$ cat src/rtl/mux64_32.sv
// rtl/mux64_32.sv - 2:1 word mux with combinational output and registered copy of output and select
module mux64_32 #(
    parameter int                 WIDTH     = 32,
    parameter logic [WIDTH-1:0]   RESET_VAL = '0
) (
    input  logic             clk,
    input  logic             rst,
    input  logic [WIDTH-1:0] a,
    input  logic [WIDTH-1:0] b,
    input  logic             s,
    input  logic             en,
    output logic [WIDTH-1:0] c,
    output logic [WIDTH-1:0] c_q,
    output logic             s_q
);

    logic [WIDTH-1:0] c_d;
    logic             s_d;

    always_comb begin
        c = s ? b : a;
    end

    // Reset wins over enable; without enable both registers hold.
    always_comb begin
        c_d = c_q;
        s_d = s_q;
        if (rst) begin
            c_d = RESET_VAL;
            s_d = 1'b0;
        end else if (en) begin
            c_d = c;
            s_d = s;
        end
    end

    always_ff @(posedge clk) begin
        c_q <= c_d;
        s_q <= s_d;
    end

endmodule

$ cat config.mk
export PLATFORM = sky130hd
export DESIGN_NAME = mux64_32
export DESIGN_NICKNAME = d
export VERILOG_FILES = /design/src/rtl/mux64_32.sv
export SDC_FILE = /design/constraint.sdc
export NUM_CORES = 1
export LEC_CHECK = 0
export CORE_ASPECT_RATIO = 0.8
export CORE_MARGIN = 2
export CORE_UTILIZATION = 38
export CTS_BUF_LIST = sky130_fd_sc_hd__clkbuf_4 sky130_fd_sc_hd__clkbuf_8
export CTS_CLUSTER_SIZE = 25
export DETAILED_ROUTE_END_ITERATION = 10
export GPL_ROUTABILITY_DRIVEN = 0
export GPL_TIMING_DRIVEN = 0
export PLACE_DENSITY = 0.88
export SKIP_CTS_REPAIR_TIMING = 1
export SYNTH_ARGS = -nofsm -noshare
export SYNTH_HDL_FRONTEND = slang
export SYNTH_SLANG_ARGS = --single-unit
$ cat constraint.sdc
create_clock -name clk -period 3.1 [get_ports clk]
set_input_delay 0.775 -clock clk [delete_from_list [all_inputs] [get_ports clk]]
set_output_delay 0.775 -clock clk [all_outputs]
set_load 0.01 [all_outputs]
==> results.json, run 1 <==
{
  "max-slew-margin-rel": 0.758,
  "p_leak_nw": 1.32,
  "power_mw": 1.21,
  "clkLatencyLatePin_ns": 0.27,
  "vdd_drop_max_mv": 0.237,
  "finalHoldViolations": 0,
  "grt_max_degree": 11,
  "finalMaxSlewViolations": 0,
  "dr.first_iter.drc_count": 16,
  "numCtsBuffers": 5,
  "initial_core_util": 0.397,
  "drt_pass1_iterations": 4,
  "cp-start-kind": "primary input",
  "grt.overflow.total": 0,
  "clock_sinks": 33,
  "grt_use_total": 0.186,
  "cts_max_level": 2,
  "final_cell_mix": "clkdlybuf4s50_1 (130), dfxtp_1 (33), o21ba_2 (32), o21a_1 (32), mux2_4 (29)",
  "synth_fp_nets": 214,
  "coreArea_mm2": 0.00460,
  "hpwl_mm": 4.04,
  "syn_area_mm2": 0.00183,
  "grt_use_met3": 0.0902,
  "fin_crit_ns": 2.75,
  "grt_pass1_wl_mm": 7.59,
  "yosysTopAreaCellShare": 0.362,
  "outcome": "completed",
  "vias": 1637,
  "critical_path_class": "in2out",
  "fillers": 367,
  "fmax_mhz": 363,
  "grt_antenna_before_repair": 0,
  "io_pins": 133,
  "clockRootBuffer": "clkbuf_8",
  "wl_mm": 4.97,
  "yosys_warnings": 0,
  "endpoint_kind": "output port",
  "synth_top_cell_by_area": "dfxtp_1",
  "insertedDiodeCount": 0,
  "top_usage_layer": "met2",
  "synthCells": 146,
  "setup_viol": 0,
  "critPathRequiredTime_ns": 2.32,
  "hp-class": "reg2reg",
  "worstPathMaxFanout": 2,
  "syn_area_per_cell_um2": 12.5,
  "tightest_slew_ns": 0.364,
  "final_cells": 343,
  "use_met1": 0.178,
  "io_buffers": 130,
  "fin_crit_sh": 0.888,
  "rsz0062_at_grt": "no",
  "final_util": 0.716,
  "drive_gt1_frac": 0.290,
  "yosysUniqueCellTypes": 12,
  "globalRouteMet2Util": 0.349,
  "critPathArrivalTime_ns": 1.98,
  "skew_ns": 0,
  "drv_cap": 0,
  "dieArea_mm2": 0.00538,
  "rr_worst_depth": 2,
  "setup_tns_ns": 0,
  "die_h_um": 66.0,
  "ys_seq_area_frac": 0.362,
  "viasPerCell": 4.77,
  "grt_pass1_vias": 1694,
  "die_w_um": 81.5,
  "ctsLongestPathBuffers": 2,
  "wire_per_inst_um": 14.5,
  "layout_commonest_cell": "clkdlybuf4s50_1",
  "area_growth_pct": 80.3,
  "dp_cells": 336,
  "drtAntennaViolNets": 0,
  "clkTransAtPathRegs_ns": 0.06,
  "rows": 22,
  "ys_ff_latch": 33,
  "synth_top_cells_by_area": "dfxtp_1 (36%), mux2_4 (24%), o21ba_2 (18%)",
  "nets": 351,
  "cts_tree": "yes",
  "route.detailed.drc": 0,
  "power.density_mw_per_mm2": 368,
  "hold_depth": 2
}
==> synthesized netlist by cell type (all sizes together) <==
master / instances
mux2: 32
nor2: 1
dfxtp: 33
clkbuf: 3
inv: 1
buf: 11
mux2i: 1
o21a: 32
o21ba: 32
==> sequential cells by signal, summed over array words and instances (netlist names) <==
name / flops
c_q: 32
s_q: 1
==> worst max-delay path: stages <==
cell and delay, ns:
clkdlybuf4s50_1 0.43, mux2_4 0.30, clkdlybuf4s50_1 0.48
==> per-stage QoR <==
step	cell area [um2]	setup slack, ns	hold WS, ns
global route	3290	0.318	0.557
floorplan	1830	0.973	0.531
global placement	3200	0.339	0.474
CTS	3290	0.336	0.511
detailed placement	3200	0.341	0.497
finish	3290	0.348	0.509
==> routing by layer <==
metal,routed length (um),vias to the layer above
met4,31,0
met5,0,-
met3,677,5
li1,-,795
met2,2440,83
met1,1820,754
==> cell families after synthesis <==
family | after synthesis | synth area share
simple gates | 1 | 0.00205
buf+inv | 15 | 0.0665
compound gates | 64 | 0.307
flops | 33 | 0.362
mux | 33 | 0.263
==> final cells by class <==
| class | count | area (um2) | share of cell area |
|---|---|---|---|
| Inverter | 1 | 3.75 | 0.00114 |
| Timing Repair Buffer | 130 | 1300 | 0.395 |
| Multi-Input combinational cell | 98 | 1040 | 0.317 |
| Buffer | 14 | 118 | 0.0357 |
| Clock buffer | 7 | 90.1 | 0.0274 |
| Sequential cell | 33 | 661 | 0.201 |
| Tap cell | 60 | 75.1 | 0.0228 |
==> final timing paths <==
| kind | end | from | slack, ns |
|---|---|---|---|
| setup reg to reg | c_q[17] | c_q[17] | 2.39 |
| hold / removal | s_q | s_q | 0.51 |
| setup / recovery | c[31] | a[31] | 0.35 |
| hold reg to reg | s_q | s_q | 0.51 |
==> power by group <==
part	switching, mW	leakage [nW]	internal (mW)
sequential	0.0148	0.274	0.456
combinational	0.134	0.995	0.282
clock	0.141	0.0477	0.185
(Power assumes the default switching activity.)
==> run 2: changes to the inputs <==
==> constraint.sdc (replaced) <==
create_clock -name clk -period 3.1 [get_ports clk]
set_input_delay 0.775 -clock clk [delete_from_list [all_inputs] [get_ports clk]]
set_output_delay 0.775 -clock clk [all_outputs]
set_load 0.05 [all_outputs]
==> results of run 2 <==
Same layout as run 1 (identical final DEF). Status: completed.
Among the figures that moved: setup slack after placement 0.341 ns -> 0.0970 ns; setup slack after layout 0.348 ns -> 0.103 ns; total power 1.21 mW -> 1.41 mW; worst IR drop on VDD 0.237 mV -> 0.263 mV
==> run 3: changes to the inputs <==
--- a/config.mk
+++ b/config.mk
@@ -13,7 +13,7 @@
 export DETAILED_ROUTE_END_ITERATION = 10
 export GPL_ROUTABILITY_DRIVEN = 0
 export GPL_TIMING_DRIVEN = 0
-export PLACE_DENSITY = 0.88
+export PLACE_DENSITY_LB_ADDON = 0.1
 export SKIP_CTS_REPAIR_TIMING = 1
 export SYNTH_ARGS = -nofsm -noshare
 export SYNTH_HDL_FRONTEND = slang
==> results.json, run 3 (synthesis gave the netlist of run 1 again) <==
{
  "outcome": "completed",
  "rr_worst_depth": 2,
  "finalMaxSlewViolations": 0,
  "fin_crit_sh": 0.959,
  "critPathArrivalTime_ns": 2.20,
  "clockRootBuffer": "clkbuf_8",
  "crit_buf_inv": 2,
  "fmax_mhz": 337,
  "crit_path_frequent_cell": "clkdlybuf4s50_1",
  "drive_gt1_frac": 0.290,
  "cts_max_level": 2,
  "hold_start": "s_q",
  "cpLargestDelayFamily": "buffers and inverters",
  "clock_sinks": 33,
  "numCtsBuffers": 5,
  "wl_mm": 4.71,
  "dr.first_iter.drc_count": 31,
  "p_leak_nw": 1.32,
  "grt_use_total": 0.177,
  "coreArea_mm2": 0.00460,
  "wire_per_inst_um": 13.7,
  "reg_top3": "c_q x32, s_q x1",
  "clkTransAtPathRegs_ns": 0.06,
  "rows": 22,
  "grt_max_degree": 11,
  "worstPathMaxFanout": 2,
  "vias": 1599,
  "regMostFlops": "c_q",
  "fin_crit_ns": 2.97,
  "area_growth_pct": 80.3,
  "skew_ns": 0,
  "cp_slowest_stage_delay_ns": 0.80,
  "io_pins": 133,
  "hpwl_mm": 3.79,
  "initial_core_util": 0.397,
  "ctsLongestPathBuffers": 2,
  "largest_reg_flops": 32,
  "min_to": "s_q",
  "drtAntennaViolNets": 0,
  "cts_tree": "yes",
  "vdd_drop_max_mv": 0.296,
  "hold_depth": 2,
  "setup_tns_ns": 0,
  "dieArea_mm2": 0.00538,
  "route.detailed.drc": 0,
  "nets": 351,
  "io_buffers": 130,
  "grt_pass1_vias": 1551,
  "cp-start-kind": "primary input",
  "clkLatencyLatePin_ns": 0.27,
  "layout_commonest_cell": "clkdlybuf4s50_1",
  "endpoint_kind": "output port",
  "r2r-end": "c_q[25]",
  "worst_path_max_delay_cell": "clkdlybuf4s50_1",
  "die_w_um": 81.5,
  "hp-class": "reg2reg",
  "rrSetupSlack_ns": 2.39,
  "die_h_um": 66.0,
  "drt_pass1_iterations": 3,
  "dp_cells": 336,
  "max-slew-margin-rel": 0.647,
  "insertedDiodeCount": 0,
  "grt_antenna_before_repair": 0,
  "tightest_slew_ns": 0.528,
  "drv_cap": 0,
  "critPathRequiredTime_ns": 2.32,
  "grt.overflow.total": 0,
  "viasPerCell": 4.66,
  "final_cells": 343,
  "reg2reg_from": "c_q[25]",
  "rsz0062_at_grt": "no",
  "critical_path_class": "in2out",
  "setup_viol": 0,
  "final_cell_mix": "clkdlybuf4s50_1 (130), dfxtp_1 (33), o21ba_2 (32), o21a_1 (32), mux2_4 (29)",
  "power.density_mw_per_mm2": 428,
  "grt_pass1_wl_mm": 7.33,
  "finalHoldViolations": 0,
  "path_cells": "clkdlybuf4s50_1 -> mux2_2 -> clkdlybuf4s50_1"
}
## run 3: cell counts in the layout (fill, tap and decap cells not counted)
Identical to the previous run, type by type.
## run 3: layout make-up
class                      count  area [um2]
timing repair buffer         130        1300
tap                           60        75.1
buffer                        14         118
clock buffer                   7        90.1
inverter                       1        3.75
fill                         371        1310
sequential                    33         661
multi-input combinational     98        1040
## run 3: worst max path at each step
stage	from	endpoint	slack (ns)	cells after the start
2_1_floorplan	s	c[10]	0.90	3
3_3_place_gp	a[30]	c[30]	0.13	3
3_5_place_dp	b[27]	c[27]	0.13	3
4_1_cts	a[28]	c[28]	0.12	3
5_1_grt	b[10]	c[10]	0.1	3
6_report	a[28]	c[28]	0.13	3
## run 3: where the power goes
part           total, mW  leakage [nW]  internal, mW  switching, mW
combinational      0.607         0.995         0.281          0.327
clock              0.329        0.0477         0.185          0.144
sequential         0.471         0.274         0.456         0.0153
## run 3: per-layer routing
layer,track usage,routed length (um),part of all wire,vias up
met3,0.0697,435,0.092,5
li1,-,-,-,799
met5,0,0,0,-
met4,0.0445,33,0.0070,0
met2,0.290,2220,0.47,59
met1,0.216,2010,0.43,736
## run 3: metrics by stage
stage               hold slack (ns)  utilization  total power [mW]  area [um2]  setup slack, ns
floorplan                     0.737            -             0.867        1830            0.904
global placement              0.473        0.697              1.09        3200            0.132
detailed placement            0.485        0.697              1.09        3200            0.127
CTS                           0.500        0.716              1.42        3290            0.122
global route                  0.518        0.716              1.47        3290           0.0980
finish                        0.495        0.716              1.41        3290            0.128
## run 3: worst reg2reg max path: stages, from the launching register on
cell and delay (ns):
dfxtp_1 0.32, o21ba_2 0.19, o21a_1 0.10
